File: src/rtl/hazard_controller.sv
// Dispatch-side pipeline sequencing: register scoreboard, load/store occupancy,
// single-branch-in-flight FSM, per-stage stalls and front-end kill pulses.
module hazard_controller #(
   parameter int LS_LATENCY   = 2,
   parameter int FLUSH_CYCLES = 2
) (
   input  logic        clk,
   input  logic        reset,
   input  logic        fetch_ready,
   input  logic        dp_valid,
   input  logic [4:0]  dp_rs1,
   input  logic [4:0]  dp_rs2,
   input  logic        dp_use_rs1,
   input  logic        dp_use_rs2,
   input  logic [4:0]  dp_rd,
   input  logic        dp_writes_rd,
   input  logic [1:0]  dp_class,
   input  logic        cp_we,
   input  logic [4:0]  cp_rd,
   input  logic        br_resolve,
   input  logic        br_mispredict,
   output logic        dp_issue,
   output logic [4:0]  stalls,
   output logic [4:0]  kills,
   output logic [31:0] scoreboard,
   output logic [1:0]  dbg_state
);

   localparam int LSW = (LS_LATENCY < 2) ? 1 : $clog2(LS_LATENCY + 1);
   localparam int FW  = (FLUSH_CYCLES < 2) ? 1 : $clog2(FLUSH_CYCLES + 1);

   typedef enum logic [1:0] {
      RUN     = 2'd0,
      BR_WAIT = 2'd1,
      FLUSH   = 2'd2
   } state_t;

   state_t         state;
   logic [LSW-1:0] ls_cnt;
   logic [FW-1:0]  flush_cnt;
   logic [31:0]    sb_next;
   logic           raw, waw, ls_busy, ctrl_block, stall_dp;

   assign dbg_state = state;

   // A register being completed this cycle still reads as busy: the clear lands at the edge.
   assign raw        = (dp_use_rs1 & scoreboard[dp_rs1]) | (dp_use_rs2 & scoreboard[dp_rs2]);
   assign waw        = dp_writes_rd & (dp_rd != 5'd0) & scoreboard[dp_rd];
   assign ls_busy    = (ls_cnt != '0) & (dp_class == 2'd1);
   assign ctrl_block = (state != RUN);
   assign dp_issue   = dp_valid & ~raw & ~waw & ~ls_busy & ~ctrl_block;
   assign stall_dp   = dp_valid & ~dp_issue;

   always_comb begin
      stalls = 5'b00000;
      if (state != FLUSH)
         stalls = {stall_dp | ~fetch_ready, stall_dp, stall_dp, 1'b0, 1'b0};
   end

   // Clear first so that a same-cycle set on the same bit wins.
   always_comb begin
      sb_next = scoreboard;
      if (cp_we && cp_rd != 5'd0)
         sb_next[cp_rd] = 1'b0;
      if (dp_issue && dp_writes_rd && dp_rd != 5'd0)
         sb_next[dp_rd] = 1'b1;
      sb_next[0] = 1'b0;
   end

   always_ff @(posedge clk) begin
      if (reset) begin
         scoreboard <= '0;
         ls_cnt     <= '0;
      end else begin
         scoreboard <= sb_next;
         if (dp_issue && dp_class == 2'd1)
            ls_cnt <= LSW'(LS_LATENCY);
         else if (ls_cnt != '0)
            ls_cnt <= ls_cnt - LSW'(1);
      end
   end

   always_ff @(posedge clk) begin
      if (reset) begin
         state     <= RUN;
         flush_cnt <= '0;
         kills     <= 5'b00000;
      end else begin
         kills <= 5'b00000;
         case (state)
            RUN: begin
               if (dp_issue && dp_class == 2'd2)
                  state <= BR_WAIT;
            end
            BR_WAIT: begin
               if (br_resolve && br_mispredict) begin
                  state     <= FLUSH;
                  flush_cnt <= FW'(FLUSH_CYCLES);
                  kills     <= 5'b11100;
               end else if (br_resolve) begin
                  state <= RUN;
               end
            end
            FLUSH: begin
               flush_cnt <= flush_cnt - FW'(1);
               if (flush_cnt == FW'(1))
                  state <= RUN;
               else
                  kills <= 5'b11100;
            end
            default: state <= RUN;
         endcase
      end
   end

endmodule

File: config.mk
export PLATFORM = sky130hd
export DESIGN_NAME = hazard_controller
export DESIGN_NICKNAME = d
export VERILOG_FILES = /design/src/rtl/hazard_controller.sv
export SDC_FILE = /design/constraint.sdc
export NUM_CORES = 1
export LEC_CHECK = 0
export ABC_AREA = 1
export BUFFER_PORTS_ARGS = -buffer_cell sky130_fd_sc_hd__buf_2
export CAP_MARGIN = 20
export CORE_ASPECT_RATIO = 0.8
export CORE_MARGIN = 2
export CORE_UTILIZATION = 30
export DETAILED_ROUTE_END_ITERATION = 8
export MAX_ROUTING_LAYER = met4
export SYNTH_ARGS = -nofsm -noshare
export SYNTH_HDL_FRONTEND = slang
export SYNTH_SLANG_ARGS = --single-unit
File: constraint.sdc
create_clock -name clk -period 2.11 [get_ports clk]
set_input_delay 0.1055 -clock clk [delete_from_list [all_inputs] [get_ports clk]]
set_output_delay 0.1055 -clock clk [all_outputs]
set_load 0.1 [all_outputs]
==> Yosys cells after proc, flatten, opt, wreduce, memory -nomap -nowiden <==
Cells that the tools add are included.
{ "classes": {"shift": 0, "reduce_logical": 18, "div": 0, "n_eq_ne": 10, "addsub": 2, "bitwise_logic": 21, "n_lt_le_gt_ge": 6, "multipliers": 0, "mux": 25} }
{ "op_table": {"columns": ["operator", "n"], "rows": [
  ["2-to-1 mux 32 bit", 2],
  ["bitwise AND 32 bit", 1],
  ["inverter 32 bit", 1],
  ["OR 32 bit", 1],
  ["less-than comparator 5 x 6 -> 1 bit (second input constant)", 4],
  ["binary-select mux 1 bit (select 5 bit)", 3],
  ["2-to-1 mux 5 bit", 3],
  ["2-to-1 mux 2 bit", 7],
  ["bitwise AND 1 bit", 10],
  ["demux 1 bit (select 5 bit)", 2],
  [">= comparator 5 x 1 -> 1 bit (second input constant)", 2],
  ["case mux 5 bit (2 select lines)", 1],
  ["nonzero test 5 bit", 2],
  ["logical AND 1 bit", 8],
  ["!= test 2 bit (second input constant)", 4],
  ["nonzero test 2 bit", 4],
  ["equality test 2 x 1 -> 1 bit (second input constant)", 3],
  ["inverter 1 bit", 6],
  ["case mux 2 bit (3 select lines)", 1],
  ["2-to-1 mux 1 bit", 5],
  ["equality test 2 bit (second input constant)", 2],
  ["case mux 2 bit (2 select lines)", 1],
  ["subtractor 2 x 1 -> 2 bit (second input constant)", 2],
  ["!= test 3 bit (second input constant)", 1],
  ["other kinds (5)", 6]
]} }
{ "totals": {"inputBits": 32, "output_inout_bits": 45, "rom_bits": 0, "elab_cells": 89, "ram_bits": 0, "reg_bits": 43, "latchBits": 0, "memories": 0} }

==> Longest topological paths before layout <==
{ "logic_depth": {"depth_word": 13, "depth_mapped": 17, "ltp_nobuf": 14} }

==> Worst setup path after synthesis <==
No wires, ideal clock.
{ "synth_timing": {"path_kind": "register -> output", "start": "register state[0] (netlist: dbg_state[0])", "end": "output port stalls[4]", "arrival_time_ns": 3.514, "required_time_ns": 2.004, "stages_incl_launch_ff": 4, "path_buffers": 0, "setup_slack_ns": -1.510, "path_cell_list": "dfxtp_1 inv_1 ha_1 o21ai_0"} }
{ "synth_between": {"elab_chain_cells": 7, "word_cells_on_any_way": 8, "classes_between": "1 x eq/ne; 1 x mux; 5 x bitwise; 1 x reduce/logical"} }
{ "synth_lines": {"columns": ["item", "line_no", "rtl"], "rows": [
  ["start, declared", "38", "state_t state;"],
  ["start signal, assigned", "85", "state <= RUN;"],
  ["start signal, assigned", "93", "state <= BR_WAIT;"],
  ["start signal, assigned", "97", "state <= FLUSH;"],
  ["nonzero test 2 bit", "50", "assign ctrl_block = (state != RUN);"],
  ["inverter 1 bit", "51", "assign dp_issue = dp_valid & ~raw & ~waw & ~ls_busy & ~ctrl_block;"],
  ["bitwise AND 1 bit", "51", null],
  ["inverter 1 bit", "52", "assign stall_dp = dp_valid & ~dp_issue;"],
  ["bitwise AND 1 bit", "52", null],
  ["OR 1 bit", "57", "stalls = {stall_dp | ~fetch_ready, stall_dp, stall_dp, 1'b0, 1'b0};"],
  ["2-to-1 mux 5 bit (*)", "56", "if (state != FLUSH)"],
  ["end, declared", "23", "output logic [4:0] stalls,"]
]} }
Every way passes the cells marked *; elsewhere a longest branch is shown, timed or not.

==> Final worst setup path <==
{ "layout_timing": {"start": "register scoreboard[23]", "end": "output port dp_issue"} }
{ "layout_between": {"elab_chain_cells": 9, "word_cells_on_any_way": 16, "classes_between": "6 x mux; 10 x bitwise"} }
{ "layout_lines": {"columns": ["item", "line_no", "rtl"], "rows": [
  ["start, declared", "25", "output logic [31:0] scoreboard,"],
  ["start signal, assigned", "75", "scoreboard <= sb_next;"],
  ["binary-select mux 1 bit (select 5 bit)", "47", "assign raw = (dp_use_rs1 & scoreboard[dp_rs1]) | (dp_use_rs2 & scoreboard[dp_rs2]);"],
  ["2-to-1 mux 1 bit (not written as such)", "47", null],
  ["bitwise AND 1 bit", "47", null],
  ["OR 1 bit", "47", null],
  ["inverter 1 bit", "51", null],
  ["bitwise AND 1 bit", "51", null],
  ["bitwise AND 1 bit (*) (3 in series)", "51", null],
  ["end, declared", "22", "output logic dp_issue,"]
]} }
Every way passes the cells marked *; elsewhere a longest branch is shown, timed or not. The select of a mux whose other input is x is not followed.

==> results.sh <==
export IMPL_finalCritPeriodShare=0.958
export IMPL_finalHoldViolations=0
export IMPL_dp_cells=736
export IMPL_end_kind="output pin"
export IMPL_ys_seq_elements=38
export IMPL_finish_cell_count_without_fillers=749
export IMPL_crit_arrival_ps=1920
export IMPL_synth_cell_types=29
export IMPL_fmax_ghz=0.494
export IMPL_relSlewSlack=0.594
export IMPL_max_vdd_ir_drop_v=0.000432
export IMPL_rsz0062_at_grt="yes"
export IMPL_path_buf_inv=3
export IMPL_cp_slowest_stage_delay_ps=370
export IMPL_cpMostUsedCell="nand2_1"
export IMPL_cap_viol_max_count=0
export IMPL_crit_slowest_cell="dfxtp_4"
export IMPL_cts_tree="yes"
export IMPL_synth_top_area_frac=0.230
export IMPL_clock_sinks=38
export IMPL_die_area_um2=11900
export IMPL_avgSynthCellArea_um2=6.10
export IMPL_powerDensity_nw_per_um2=631
export IMPL_endpoint="dp_issue"
export IMPL_start_util=0.305
export IMPL_r2r_cells=15
export IMPL_grt_pass1_wl_mm=18.1
export IMPL_r2r_slack_ps=150
export IMPL_synth_area_leaders="dfxtp_1 23%, nand2_1 19%, nand3_1 9.4%"
export IMPL_crit_cells=13
export IMPL_dieWidth_um=121
export IMPL_wl_per_cell_um=15.5
export IMPL_grt_usage=0.197
export IMPL_yosys_warnings=0
export IMPL_port_buffers=71
export IMPL_p_leak_nw=1.75
export IMPL_path_clk_slew_ps=60
export IMPL_vias=3812
export IMPL_clock_root_buffer="clkbuf_16"
export IMPL_row_count=34
export IMPL_crit_path_start="scoreboard[23]"
export IMPL_fin_skew_ps=2.63
export IMPL_wl_mm=11.6
export IMPL_cts_made_buffers=5
export IMPL_clock_path_buffers=2
export IMPL_hold_buffers=0
export IMPL_r2r_end="scoreboard[23]"
export IMPL_nets=640
export IMPL_grt_ovfl_total=0
export IMPL_startpoint_type="flop"
export IMPL_die_h_um=97.8
export IMPL_utilization=0.384
export IMPL_antenna_cells=0
export IMPL_first_global_vias=3602
export IMPL_firstDrtPassIters=5
export IMPL_path_cells="nand2_1 -> nand2_1 -> nand2_1 -> nand2_1 -> nand2_1 -> nand2_1 -> nor2_1 -> nand2_1 -> a21oi_2 -> nand3_2 -> clkinv_2 -> buf_12 -> buf_12"
export IMPL_status="complete, no violations"
export IMPL_vias_per_cell=5.09
export IMPL_place_hpwl_mm=8.79
export IMPL_r2r_start="scoreboard[23]"
export IMPL_area_growth_pct=25.6
export IMPL_cp_data_required_time_ps=2000
export IMPL_clkLatencyLatePin_ps=280
export IMPL_syn_inst=541
export IMPL_cts_htree_levels=2
export IMPL_synth_top_area_cell="dfxtp_1"
export IMPL_setup_viol=0
export IMPL_yosysSeqAreaShare=0.230
export IMPL_drive_gt1_frac=0.326
export IMPL_crit_type="reg -> out"
export IMPL_core_um2=10800
export IMPL_drc=0
export IMPL_ant_nets=0
export IMPL_tightestPinTransition_ps=609
export IMPL_drt_iter0_drc=309
export IMPL_synth_area_um2=3300
export IMPL_antenna_found_initial=0
export IMPL_path_max_fanout=6
export IMPL_drv_slew=0
export IMPL_io_pin_count=77
export IMPL_hold_path_class="in -> reg"
export IMPL_path_delay_family="simple AND/OR/NAND/NOR gates"
export IMPL_grt_max_degree=34
export IMPL_place_gp_congestion=0.979
export IMPL_fin_crit_ps=2020
==> timing repair <==
action                     in CTS  in global routing
buffers inserted                0                  4
resized for setup               0                  7
setup endpoints to repair       0                  4
==> through the flow <==
stage	hold slack, ps	worst slack [ps]	cell area, um^2	TNS (ps)	power, mW
3_3_place_gp	423	208	3910	0	1.75
3_5_place_dp	428	138	3910	0	1.76
5_1_grt	175	-23.0	4150	-66.3	2.74
2_1_floorplan	291	-46.9	3460	-46.9	1.55
4_1_cts	133	21.4	4070	0	2.57
6_report	150	87.7	4150	0	2.62
==> state kept, by name, summed over array words and instances (netlist names) <==
name / cells
flush_cnt: 2
dbg_state: 2
kills: 1
ls_cnt: 2
scoreboard: 31
==> layer usage <==
layer	part of all wire	up-vias	global-route usage
met5	0	-	-
met4	0.027	0	0.0672
met1	0.46	1762	0.274
met3	0.076	31	0.0269
li1	-	1867	-
met2	0.43	152	0.291
==> worst reg2reg max path, cell delays in order (launching register included) <==
cell	delay (ps)
dfxtp_4	370
nand2_1	70
nand2_1	60
nand2_1	50
nand2_1	60
nand2_1	60
nand2_1	50
nor2_1	90
nand2_1	80
a21oi_2	170
nand3_2	130
clkinv_2	130
buf_12	130
buf_4	190
nand3_2	90
a21oi_2	130
==> cells in the final DEF, fill, tap and decap left out, types with 10 or more instances in the layout <==
cell type	Yosys	layout
nand2_1	169	165
buf_2	10	67
nand3_1	62	59
inv_1	60	58
nor2_1	41	41
dfxtp_4	0	31
o21ai_0	32	30
nand3_2	28	30
a21oi_2	29	29
nor3_1	17	17
buf_4	10	10
==> synth_stat cells, drive strengths merged <==
library cell	count
o211a	1
o21ai	33
nor2	41
nand2	170
dfxtp	38
nor3	17
or2	2
nand4	2
buf	25
clkbuf	6
a211oi	1
ha	4
nand3b	1
a21oi	36
conb	1
nand3	90
o31ai	7
inv	62
clkinv	3
nor3b	1
==> power breakdown <==
part,internal [mW],switching (mW),leakage (nW)
sequential,0.714,0.0239,0.333
combinational,0.322,0.761,1.34
clock,0.505,0.292,0.0818
total,1.54,1.08,1.75
==> how the worst min path moves through the flow <==
| stage | startpoint | endpoint | slack, ps | depth (start not counted) |
|---|---|---|---|---|
| 2_1_floorplan | br_mispredict | kills[3] | 290 | 2 |
| 3_3_place_gp | br_mispredict | kills[3] | 420 | 3 |
| 3_5_place_dp | br_mispredict | kills[3] | 430 | 3 |
| 4_1_cts | br_mispredict | kills[3] | 130 | 3 |
| 5_1_grt | br_mispredict | kills[3] | 180 | 3 |
| 6_report | br_mispredict | kills[3] | 150 | 3 |
==> cell type report <==
class	instances	area, um^2
inverters	65	251
flip-flops and latches	38	880
fillers	1192	6660
well taps	144	180
clock buffers	6	150
multi-input cells	411	2140
clock inverters	2	10.0
repair buffers	83	536
==> kinds of logic (layout without fill, tap and decap cells) <==
family          Yosys count  in the layout  synth area share
fa+ha+maj                 4              4            0.0152
simple gates            324            324             0.458
other cells               1              5           0.00114
buf+inv                  96            156             0.137
flops                    38             38             0.230
compound gates           78             78             0.159
Power figures use the tool's default switching activity.
